$ cat src/rtl/i2c_pkg.sv
// Shared types and constants for the I2C target receiver.
package i2c_pkg;

    typedef enum logic [2:0] {
        StIdle,
        StAddr,
        StAddrAck,
        StData,
        StDataAck,
        StIgnore
    } state_e;

    localparam int unsigned BITS_PER_BYTE = 8;
    localparam logic [6:0]  GEN_CALL_ADDR = 7'h00;
    localparam int unsigned SYNC_STAGES   = 2;

endpackage

$ cat src/rtl/i2c_bus_monitor.sv
// Synchronizes raw SCL/SDA and flags SCL edges plus START/STOP conditions.
module i2c_bus_monitor
    import i2c_pkg::*;
(
    input  logic clk,
    input  logic reset,
    input  logic scl_in,
    input  logic sda_in,
    output logic scl_rise,
    output logic scl_fall,
    output logic sda_s,
    output logic start_det,
    output logic stop_det
);

    logic [SYNC_STAGES-1:0] scl_sync_q;
    logic [SYNC_STAGES-1:0] sda_sync_q;
    logic                   scl_hist_q;
    logic                   sda_hist_q;
    logic                   scl_s;

    // Idle bus level is high, so all flops reset to 1 to avoid phantom edges.
    always_ff @(posedge clk or negedge reset) begin
        if (!reset) begin
            scl_sync_q <= '1;
            sda_sync_q <= '1;
            scl_hist_q <= 1'b1;
            sda_hist_q <= 1'b1;
        end else begin
            scl_sync_q <= {scl_sync_q[SYNC_STAGES-2:0], scl_in};
            sda_sync_q <= {sda_sync_q[SYNC_STAGES-2:0], sda_in};
            scl_hist_q <= scl_s;
            sda_hist_q <= sda_s;
        end
    end

    always_comb begin
        scl_s     = scl_sync_q[SYNC_STAGES-1];
        sda_s     = sda_sync_q[SYNC_STAGES-1];
        scl_rise  = scl_s & ~scl_hist_q;
        scl_fall  = ~scl_s & scl_hist_q;
        start_det = scl_s & sda_hist_q & ~sda_s;
        stop_det  = scl_s & ~sda_hist_q & sda_s;
    end

endmodule

$ cat src/rtl/i2c_target_rx.sv
// Write-only I2C target receiver: address match, ACK generation, byte delivery.
// Define I2C_GEN_CALL_EN to also accept the general-call address (7'h00, write).
module i2c_target_rx
    import i2c_pkg::*;
#(
    parameter logic [6:0] OWN_ADDR  = 7'h50,
    parameter bit         RW_IGNORE = 1'b1
) (
    input  logic       clk,
    input  logic       reset,
    input  logic       scl_in,
    input  logic       sda_in,
    output logic       sda_oe,
    output logic [7:0] rx_data,
    output logic       rx_valid,
    input  logic       rx_ready,
    output logic       rx_rw,
    output logic       busy,
    output logic       stop_det
);

    logic scl_rise, scl_fall, sda_s, start_evt, stop_evt;

    i2c_bus_monitor u_bus_monitor (
        .clk       (clk),
        .reset     (reset),
        .scl_in    (scl_in),
        .sda_in    (sda_in),
        .scl_rise  (scl_rise),
        .scl_fall  (scl_fall),
        .sda_s     (sda_s),
        .start_det (start_evt),
        .stop_det  (stop_evt)
    );

    state_e     state_q, state_d;
    logic [2:0] bit_cnt_q, bit_cnt_d;
    logic [7:0] shift_q, shift_d;
    logic [7:0] rx_data_q, rx_data_d;
    logic       sda_oe_q, sda_oe_d;
    logic       rx_valid_q, rx_valid_d;
    logic       rx_rw_q, rx_rw_d;
    logic       busy_q, busy_d;
    logic       stop_det_q, stop_det_d;
    logic [7:0] shifted;
    logic       last_bit, own_match, gen_match;

    always_ff @(posedge clk or negedge reset) begin
        if (!reset) begin
            state_q    <= StIdle;
            bit_cnt_q  <= 3'd0;
            shift_q    <= 8'h00;
            rx_data_q  <= 8'h00;
            sda_oe_q   <= 1'b0;
            rx_valid_q <= 1'b0;
            rx_rw_q    <= 1'b0;
            busy_q     <= 1'b0;
            stop_det_q <= 1'b0;
        end else begin
            state_q    <= state_d;
            bit_cnt_q  <= bit_cnt_d;
            shift_q    <= shift_d;
            rx_data_q  <= rx_data_d;
            sda_oe_q   <= sda_oe_d;
            rx_valid_q <= rx_valid_d;
            rx_rw_q    <= rx_rw_d;
            busy_q     <= busy_d;
            stop_det_q <= stop_det_d;
        end
    end

    always_comb begin
        shifted   = {shift_q[6:0], sda_s};
        last_bit  = (bit_cnt_q == 3'(BITS_PER_BYTE - 1));
        own_match = (shifted[7:1] == OWN_ADDR) && (RW_IGNORE || !shifted[0]);
`ifdef I2C_GEN_CALL_EN
        gen_match = (shifted[7:1] == GEN_CALL_ADDR) && !shifted[0];
`else
        gen_match = 1'b0;
`endif
    end

    always_comb begin
        state_d    = state_q;
        bit_cnt_d  = bit_cnt_q;
        shift_d    = shift_q;
        rx_data_d  = rx_data_q;
        sda_oe_d   = sda_oe_q;
        rx_valid_d = 1'b0;
        rx_rw_d    = rx_rw_q;
        busy_d     = busy_q;
        stop_det_d = 1'b0;

        if (start_evt) begin
            sda_oe_d  = 1'b0;
            busy_d    = 1'b0;
            bit_cnt_d = 3'd0;
            state_d   = StAddr;
        end else if (stop_evt) begin
            stop_det_d = 1'b1;
            sda_oe_d   = 1'b0;
            busy_d     = 1'b0;
            state_d    = StIdle;
        end else begin
            unique case (state_q)
                StIdle, StIgnore: sda_oe_d = 1'b0;
                StAddr: begin
                    if (scl_rise) begin
                        shift_d = shifted;
                        if (last_bit) begin
                            bit_cnt_d = 3'd0;
                            if (own_match || gen_match) begin
                                rx_rw_d = shifted[0];
                                busy_d  = 1'b1;
                                state_d = StAddrAck;
                            end else begin
                                state_d = StIgnore;
                            end
                        end else begin
                            bit_cnt_d = bit_cnt_q + 3'd1;
                        end
                    end
                end
                // First SCL fall starts the ACK drive, the second ends it.
                StAddrAck, StDataAck: begin
                    if (scl_fall) begin
                        if (!sda_oe_q) begin
                            sda_oe_d = 1'b1;
                        end else begin
                            sda_oe_d  = 1'b0;
                            bit_cnt_d = 3'd0;
                            state_d   = StData;
                        end
                    end
                end
                StData: begin
                    if (scl_rise) begin
                        shift_d = shifted;
                        if (last_bit) begin
                            bit_cnt_d = 3'd0;
                            if (rx_ready) begin
                                rx_data_d  = shifted;
                                rx_valid_d = 1'b1;
                                state_d    = StDataAck;
                            end else begin
                                busy_d  = 1'b0;
                                state_d = StIgnore;
                            end
                        end else begin
                            bit_cnt_d = bit_cnt_q + 3'd1;
                        end
                    end
                end
                default: state_d = StIdle;
            endcase
        end
    end

    assign sda_oe   = sda_oe_q;
    assign rx_data  = rx_data_q;
    assign rx_valid = rx_valid_q;
    assign rx_rw    = rx_rw_q;
    assign busy     = busy_q;
    assign stop_det = stop_det_q;

endmodule

$ cat config.mk
export PLATFORM = sky130hd
export DESIGN_NAME = i2c_target_rx
export DESIGN_NICKNAME = d
export VERILOG_FILES = /design/src/rtl/i2c_pkg.sv /design/src/rtl/i2c_bus_monitor.sv /design/src/rtl/i2c_target_rx.sv
export SDC_FILE = /design/constraint.sdc
export NUM_CORES = 1
export LEC_CHECK = 0
export CAP_MARGIN = 20
export CORE_ASPECT_RATIO = 0.8
export CORE_MARGIN = 2
export CORE_UTILIZATION = 40
export DETAILED_ROUTE_END_ITERATION = 7
export HOLD_SLACK_MARGIN = 0.06
export PLACE_DENSITY = 0.58
export SYNTH_ARGS = -nofsm -noshare
export SYNTH_HDL_FRONTEND = slang
export SYNTH_SLANG_ARGS = --single-unit
$ cat constraint.sdc
create_clock -name clk -period 3.09 [get_ports clk]
set_input_delay 0.618 -clock clk [delete_from_list [all_inputs] [get_ports clk]]
set_output_delay 0.618 -clock clk [all_outputs]
set_load 0.005 [all_outputs]
After elaboration in Yosys (flattened, before gate mapping). Index checks and enable logic that the tools add are counted.

Add/sub/neg operators: 1. Eq/ne operators: 20. Multiplexer cells: 40. Bitwise operators: 12. Reductions and logical operators: 14.

Operators with widths (number): $mux W3 (15); $ne A4 B4 Y1 const B (8); $mux W1 (21); $reduce_and A7 Y1 (2); $pmux W3 S4 (1); $reduce_and A6 Y1 (2); $eq A3 B3 Y1 const B (3); $ne A3 B3 Y1 const B (3); $reduce_bool A4 Y1 (2); $eq A7 B7 Y1 const B (1); $and A1 B1 Y1 (6); $eq A3 B2 Y1 const B (2); $not A1 Y1 (6); $pmux W3 S2 (1); $reduce_or A2 Y1 (3); $reduce_and A5 Y1 (1); $pmux W1 S2 (2); $reduce_and A4 Y1 (1); $add A3 B1 Y3 const B (1); $eq A3 B1 Y1 const B (1); $logic_not A3 Y1 (1); $ne A3 B1 Y1 const B (1); $reduce_bool A3 Y1 (1); $ne A2 B2 Y1 const B (1); $reduce_and A2 Y1 (1).

Register bits: 32. Output and inout port bits: 13. Logic and storage cells: 100.

Logic depth before layout (Yosys ltp). Gate-level depths: netlist of run 1.

Word-level depth: 7. Mapped depth: 6. Gate-level depth less buffers: 6.

Cells and area by module. A second synthesis of run 1 with hierarchy kept.

Cell total of the unflattened synthesis: 112. Area, all modules: 1490.2 µm².

Modules (own cells, without submodules): i2c_target_rx (times used 1, cells an instance 102, area an instance 1300.0 µm², sequential area each 650.6 µm²); i2c_bus_monitor (times used 1, cells an instance 10, area an instance 190.2 µm², sequential area each 157.7 µm²).

Worst setup path before layout of run 1. No wires, ideal clock.

Path type: register to register. From: register u_bus_monitor.scl_sync_q[1]. To: register rx_data_q[0], in the netlist rx_data[0]. Arrival time: 1.526 ns. Required time: 2.965 ns. Setup slack: 1.439 ns. Stages on the path, launching flop included: 6. Buffers on the path: 1. Path through: dfstp_2 and4bb_4 nand2b_1 buf_6 nor2_8 mux2_4.

Cells in the longest elaborated chain, start to end: 4. Elaborated cells on any way between the ends: 8. Those cells by class: 7 x bitwise; 1 x reduce/logical.

RTL lines: start, declared (RTL line i2c_bus_monitor.sv:16) `logic [SYNC_STAGES-1:0] scl_sync_q;`; start signal, assigned (RTL line i2c_bus_monitor.sv:30) `scl_sync_q <= {scl_sync_q[SYNC_STAGES-2:0], scl_in};`; $and A1 B1 Y1 (on tied branches) (2 in a row) (RTL line i2c_bus_monitor.sv:43, i2c_bus_monitor.sv:42); $not A1 Y1 (no line); $reduce_and A6 Y1 (no line) *; end signal, assigned (RTL line i2c_target_rx.sv:63) `rx_data_q <= rx_data_d;`; end, declared (RTL line i2c_target_rx.sv:39) `logic [7:0] rx_data_q, rx_data_d;`.

Mark *: on every way between the ends. The rest lies on a longest branch, timed or not. A chain may end at the register's enable or synchronous reset.

Worst setup path after layout of run 1.
From: register u_bus_monitor.scl_sync_q[1]. To: register rx_data_q[6], in the netlist rx_data[6].

The elaborated chain is that of the path after synthesis.

==> results.json, run 1 <==
{
  "start_util_pct": 43.0,
  "fmax_mhz": 506,
  "drt_iter0_markers": 65,
  "holdPathStages": 0,
  "synth-adder-area-share_pct": 2.48,
  "synthTopCellsByArea": "dfrtp_1 (43%), dfstp_2 (10%), mux2_4 (7.9%)",
  "fillers": 315,
  "fin_ws_ns": 1.11,
  "end_kind": "flop",
  "syn_nets": 122,
  "hold_path_end": "u_bus_monitor.sda_sync_q[1]",
  "synth_area_per_cell_sq_um": 13.3,
  "finalSetupTns_ns": 0,
  "h-tree-depth": 2,
  "critPathMaxFanout": 9,
  "cts_root_buf": "clkbuf_8",
  "cts.sinks": 32,
  "synth_mux_area_share_pct": 14.6,
  "whs_ns": 0.356,
  "grt_start_max_net_pins": 33,
  "setup_viol": 0,
  "syn_area_sq_mm": 0.00151,
  "path_class": "flop to flop",
  "yosysTopAreaCell": "dfrtp_1",
  "synth_edf_count": 0,
  "ys_types": 43,
  "portBuffers": 17,
  "first_pass_iters": 4,
  "die_w_microns": 72.7,
  "grt_overflow": 0,
  "startpoint_type": "flop",
  "cts_tree": "done",
  "drt_wl_total_mm": 2.67,
  "path_clk_slew_ns": 0.07,
  "r2r_end": "rx_data[6]",
  "row_count": 19,
  "skew_ns": 0.0107,
  "ant_nets": 0,
  "rsz0062_at_grt": "no",
  "synth_top_family_by_area": "simple AND/OR/NAND/NOR gates",
  "p_leak_uw": 0.000831,
  "post_cts_buffers": 0,
  "drive_above_1_share_pct": 29.0,
  "ys_ff_latch": 32,
  "syn_inst": 114,
  "nets": 145,
  "cts_hold_buf": 0,
  "die-area_sq_mm": 0.00429,
  "finalCriticalPeriod_ns": 1.98,
  "place_hpwl_mm": 1.93,
  "drcViolationCount": 0,
  "insertion_delay_ns": 0.28,
  "power.density_mw_per_mm2": 545,
  "numCtsBuffers": 5,
  "hold_viol": 0,
  "yosys-top-cells-count": "dfrtp_1 (26), mux2_2 (8), mux2_4 (8)",
  "viasPerCell": 5.32,
  "via_count": 957,
  "post-place-cells": 172,
  "hp-start": "u_bus_monitor.sda_sync_q[0]",
  "power_uw": 989,
  "netlist.area_leader.share_pct": 43.0,
  "arrival_ns": 2.15,
  "avgRoutedWirePerCell_microns": 14.8,
  "rrSetupSlack_ns": 1.11,
  "maxCapViolCount": 0,
  "syn2layout_area_growth_pct": 20.1,
  "yosysWarnings": 0,
  "antenna_found_initial": 0,
  "post_cts_resized": 0,
  "grt_util_all_layers_pct": 14.5,
  "slew_viol_final": 0,
  "synth_most_common_cell": "dfrtp_1",
  "peakVddDrop_uv": 306,
  "io_pins": 18,
  "synthArstFlopShare_pct": 100,
  "synth_compound_area_share_pct": 10.2,
  "grt_pass1_vias": 933,
  "rr_startpoint": "u_bus_monitor.scl_sync_q[1]",
  "layout.cells.non_filler": 180,
  "synth-simple-area-share_pct": 16.7,
  "yosys_most_used_dff": "dfrtp_1",
  "post-route-period-util_pct": 64.0,
  "routabilityCongestion": 0.798,
  "worst_slew_pin_slew_ns": 0.573,
  "reg2regPathDepth": 4,
  "status": "completed",
  "grt_pass1_wl_mm": 4.60,
  "cts_buffer_depth": 2,
  "die_y_microns": 59.0,
  "relSlewSlack_pct": 61.8,
  "n_antenna_cell": 0,
  "cp_data_required_time_ns": 3.26,
  "pre_cts_ws_ns": 1.06,
  "synth-xor-area-share_pct": 0.579,
  "core_area_sq_mm": 0.00352,
  "seq_area_frac_synth_pct": 53.5,
  "hold_class": "flop to flop"
}
-- stage by stage --
stage / instance area [sq um] / utilization (%)
CTS: 1820 / 51.6
detailed placement: 1720 / 49.0
floorplan: 1510 / -
global route: 1820 / 51.6
finish: 1820 / 51.6
global placement: 1720 / 49.0
-- how the worst max path moves through the flow --
| stage | startpoint | slack (ns) | end |
|---|---|---|---|
| detailed placement | rx_ready | 1.06 | rx_data[6] |
| floorplan | u_bus_monitor.scl_sync_q[1] | 1.44 | rx_data[0] |
| global placement | rx_ready | 1.09 | rx_data[5] |
| global route | u_bus_monitor.scl_sync_q[1] | 0.97 | rx_data[1] |
| CTS | u_bus_monitor.scl_sync_q[1] | 1.08 | rx_data[6] |
| finish | u_bus_monitor.scl_sync_q[1] | 1.11 | rx_data[6] |
-- report_power, final --
group | leakage, uW | internal, uW | total, uW | switching [uW]
registers | 0.000410 | 478 | 535 | 56.5
logic | 0.000370 | 75.8 | 127 | 51.5
clock network | 0.0000510 | 177 | 327 | 149
total | 0.000831 | 731 | 989 | 257
-- area by class of cell --
cell class              count  area (sq um)  area share (%)
well taps                  42          52.6            2.89
clock inverters             2          10.0           0.551
repair buffers             18           178            9.79
flip-flops and latches     32           808            44.5
inverters                   3          11.3           0.620
clock buffers               6          82.6            4.55
multi-input cells          77           673            37.1
-- cells by family after synthesis --
family          after synthesis
simple gates                 36
flops                        32
compound gates               20
mux                          17
buf+inv                       5
fa+ha+maj                     3
xor+xnor                      1
-- worst max-delay path, stage by stage, from the launching register on --
cell	delay (ns)
dfstp_2	0.60
and4bb_4	0.28
nand2b_1	0.32
nor2_8	0.34
mux2_4	0.32
-- per-layer routing --
metal  track usage [%]  up-vias  part of all wire [%]
li1                  -      466                     -
met1              21.0      466                    52
met2              19.7       20                    43
met3              4.59        5                   4.0
met4              6.35        0                   1.3
met5                 0        -                     0
-- sequential cells by signal, indices dropped and copies added (netlist names), 2 cells and up --
signal	flops
bit_cnt_q	3
rx_data	8
state_q	3
u_bus_monitor.sda_sync_q	2
u_bus_monitor.scl_sync_q	2
shift_q	7
-- layout by cell type (no fill, tap or decap), drive strengths merged, types with 2 or more instances in the layout --
cell,synthesis,final
dfrtp,26,26
clkdlybuf4s50,0,17
mux2,16,16
nor2,8,8
nand2,7,7
clkbuf,0,6
dfstp,6,6
a21oi,4,4
inv,3,3
ha,3,3
nand3b,3,3
nand2b,2,2
nand3,2,2
o221ai,2,2
a22o,2,2
or3,2,2
nor2b,2,2
a31oi,2,2
clkinv,0,2
a41oi,2,2
Note: power is estimated with default switching activity, not from simulation.
==> run 2: changes to the inputs <==
==> constraint.sdc (replaced) <==
create_clock -name clk -period 1.9 [get_ports clk]
set_input_delay 0.38 -clock clk [delete_from_list [all_inputs] [get_ports clk]]
set_output_delay 0.38 -clock clk [all_outputs]
set_load 0.005 [all_outputs]
==> results.json, run 2 (synthesis results as in run 1) <==
{
  "drt_iter0_markers": 40,
  "path_class": "flop to flop",
  "io_pins": 18,
  "cp_data_required_time_ns": 2.07,
  "die-area_sq_mm": 0.00429,
  "status": "completed",
  "ant_nets": 0,
  "r2r_end": "rx_data[2]",
  "arrival_ns": 1.90,
  "nets": 147,
  "critPathMaxFanout": 9,
  "cts_root_buf": "clkbuf_8",
  "grt_start_max_net_pins": 33,
  "hold_viol": 0,
  "fillers": 315,
  "peakVddDrop_uv": 536,
  "finalSetupTns_ns": 0,
  "core_area_sq_mm": 0.00352,
  "intPower_uw": 1370,
  "power_uw": 1780,
  "drt_wl_total_mm": 2.77,
  "die_w_microns": 72.7,
  "start_util_pct": 43.0,
  "hold_path_end": "u_bus_monitor.sda_sync_q[1]",
  "post-route-period-util_pct": 91.3,
  "post_cts_buffers": 0,
  "viasPerCell": 5.21,
  "finalCriticalPeriod_ns": 1.73,
  "end_kind": "flop",
  "rrSetupSlack_ns": 0.17,
  "cts_tree": "done",
  "skew_ns": 0.00695,
  "combPwrFrac_pct": 11.9,
  "worst_slew_pin_slew_ns": 0.393,
  "reg2regPathDepth": 4,
  "power.density_mw_per_mm2": 953,
  "grt_overflow": 0,
  "fmax_mhz": 576,
  "path_clk_slew_ns": 0.06,
  "n_antenna_cell": 0,
  "h-tree-depth": 2,
  "syn2layout_area_growth_pct": 23.3,
  "cts_buffer_depth": 2,
  "maxCapViolCount": 0,
  "startpoint_type": "flop",
  "rr_startpoint": "u_bus_monitor.scl_sync_q[1]",
  "die_y_microns": 59.0,
  "seqPwrFrac_pct": 48.9,
  "post-place-cells": 174,
  "antenna_found_initial": 0,
  "final_cell_mix": "dfrtp_1 (26), clkdlybuf4s50_1 (17), mux2_4 (8), mux2_2 (8)",
  "rsz0062_at_grt": "no",
  "layout_commonest_cell": "dfrtp_1",
  "grt_pass1_vias": 962,
  "routabilityCongestion": 0.848,
  "slew_viol_final": 0,
  "cts.sinks": 32,
  "first_pass_iters": 4,
  "largest_reg_flops": 8,
  "setup_viol": 0,
  "row_count": 19,
  "cts_hold_buf": 0,
  "cp-startpoint": "u_bus_monitor.scl_sync_q[1]",
  "drive_above_1_share_pct": 30.0,
  "relSlewSlack_pct": 73.8,
  "p_clk_share_pct": 39.2,
  "post_cts_resized": 0,
  "swShare_pct": 23.2,
  "p_sw_uw": 411,
  "avgRoutedWirePerCell_microns": 15.2,
  "numCtsBuffers": 5,
  "via_count": 948,
  "holdPathStages": 0,
  "grt_pass1_wl_mm": 4.83,
  "grt_util_all_layers_pct": 15.7,
  "portBuffers": 17,
  "place_hpwl_mm": 2.02,
  "hold_class": "flop to flop",
  "hp-start": "u_bus_monitor.sda_sync_q[0]",
  "layout.cells.non_filler": 182,
  "insertion_delay_ns": 0.28,
  "p_leak_uw": 0.000854,
  "drcViolationCount": 0
}
[run 2: power groups by stage]
stage | logic (uW) | clock network [uW] | registers, uW
2_1_floorplan | 157 | 0 | 850
3_3_place_gp | 205 | 0 | 875
3_5_place_dp | 215 | 0 | 881
4_1_cts | 217 | 721 | 868
5_1_grt | 238 | 760 | 884
6_report | 212 | 696 | 869
[run 2: routing by layer]
| metal | vias to the layer above | track usage (%) | part of all wire [%] |
|---|---|---|---|
| li1 | 466 | - | - |
| met1 | 465 | 22.7 | 53 |
| met2 | 15 | 20.1 | 43 |
| met3 | 2 | 6.63 | 3.0 |
| met4 | 0 | 7.14 | 0.80 |
| met5 | - | 0 | 0 |
[run 2: metrics by stage]
stage               instance area, sq um  setup WS, ns  utilization, %  hold slack (ns)
floorplan                           1510         0.249               -           0.0844
global placement                    1740         0.152            49.4            0.346
detailed placement                  1740         0.125            49.4            0.347
CTS                                 1860         0.144            53.0            0.356
global route                        1860        0.0842            53.0            0.361
finish                              1860         0.165            53.0            0.355
[run 2: worst max-delay path by stage]
stage            endpoint  slack, ns  cells past startpoint
2_1_floorplan  rx_data[0]       0.25                      5
5_1_grt        state_q[2]       0.08                      5
4_1_cts        rx_data[2]       0.14                      4
6_report       rx_data[2]       0.17                      4
3_3_place_gp   rx_data[5]       0.15                      4
3_5_place_dp   rx_data[2]       0.12                      4
[run 2: area by class of cell]
| cell class | instances | area [sq um] | area share [%] |
|---|---|---|---|
| Multi-Input combinational cell | 77 | 673 | 36.1 |
| Sequential cell | 32 | 808 | 43.4 |
| Tap cell | 42 | 52.6 | 2.82 |
| Timing Repair Buffer | 20 | 193 | 10.3 |
| Clock inverter | 1 | 30.0 | 1.61 |
| Clock buffer | 7 | 96.3 | 5.17 |
| Inverter | 3 | 11.3 | 0.604 |
[run 2: critical path, cell delays in order (launching register included)]
cell and delay, ns:
dfstp_2 0.60, and4bb_4 0.28, nand2b_1 0.15, nor2_8 0.27, mux2_4 0.33
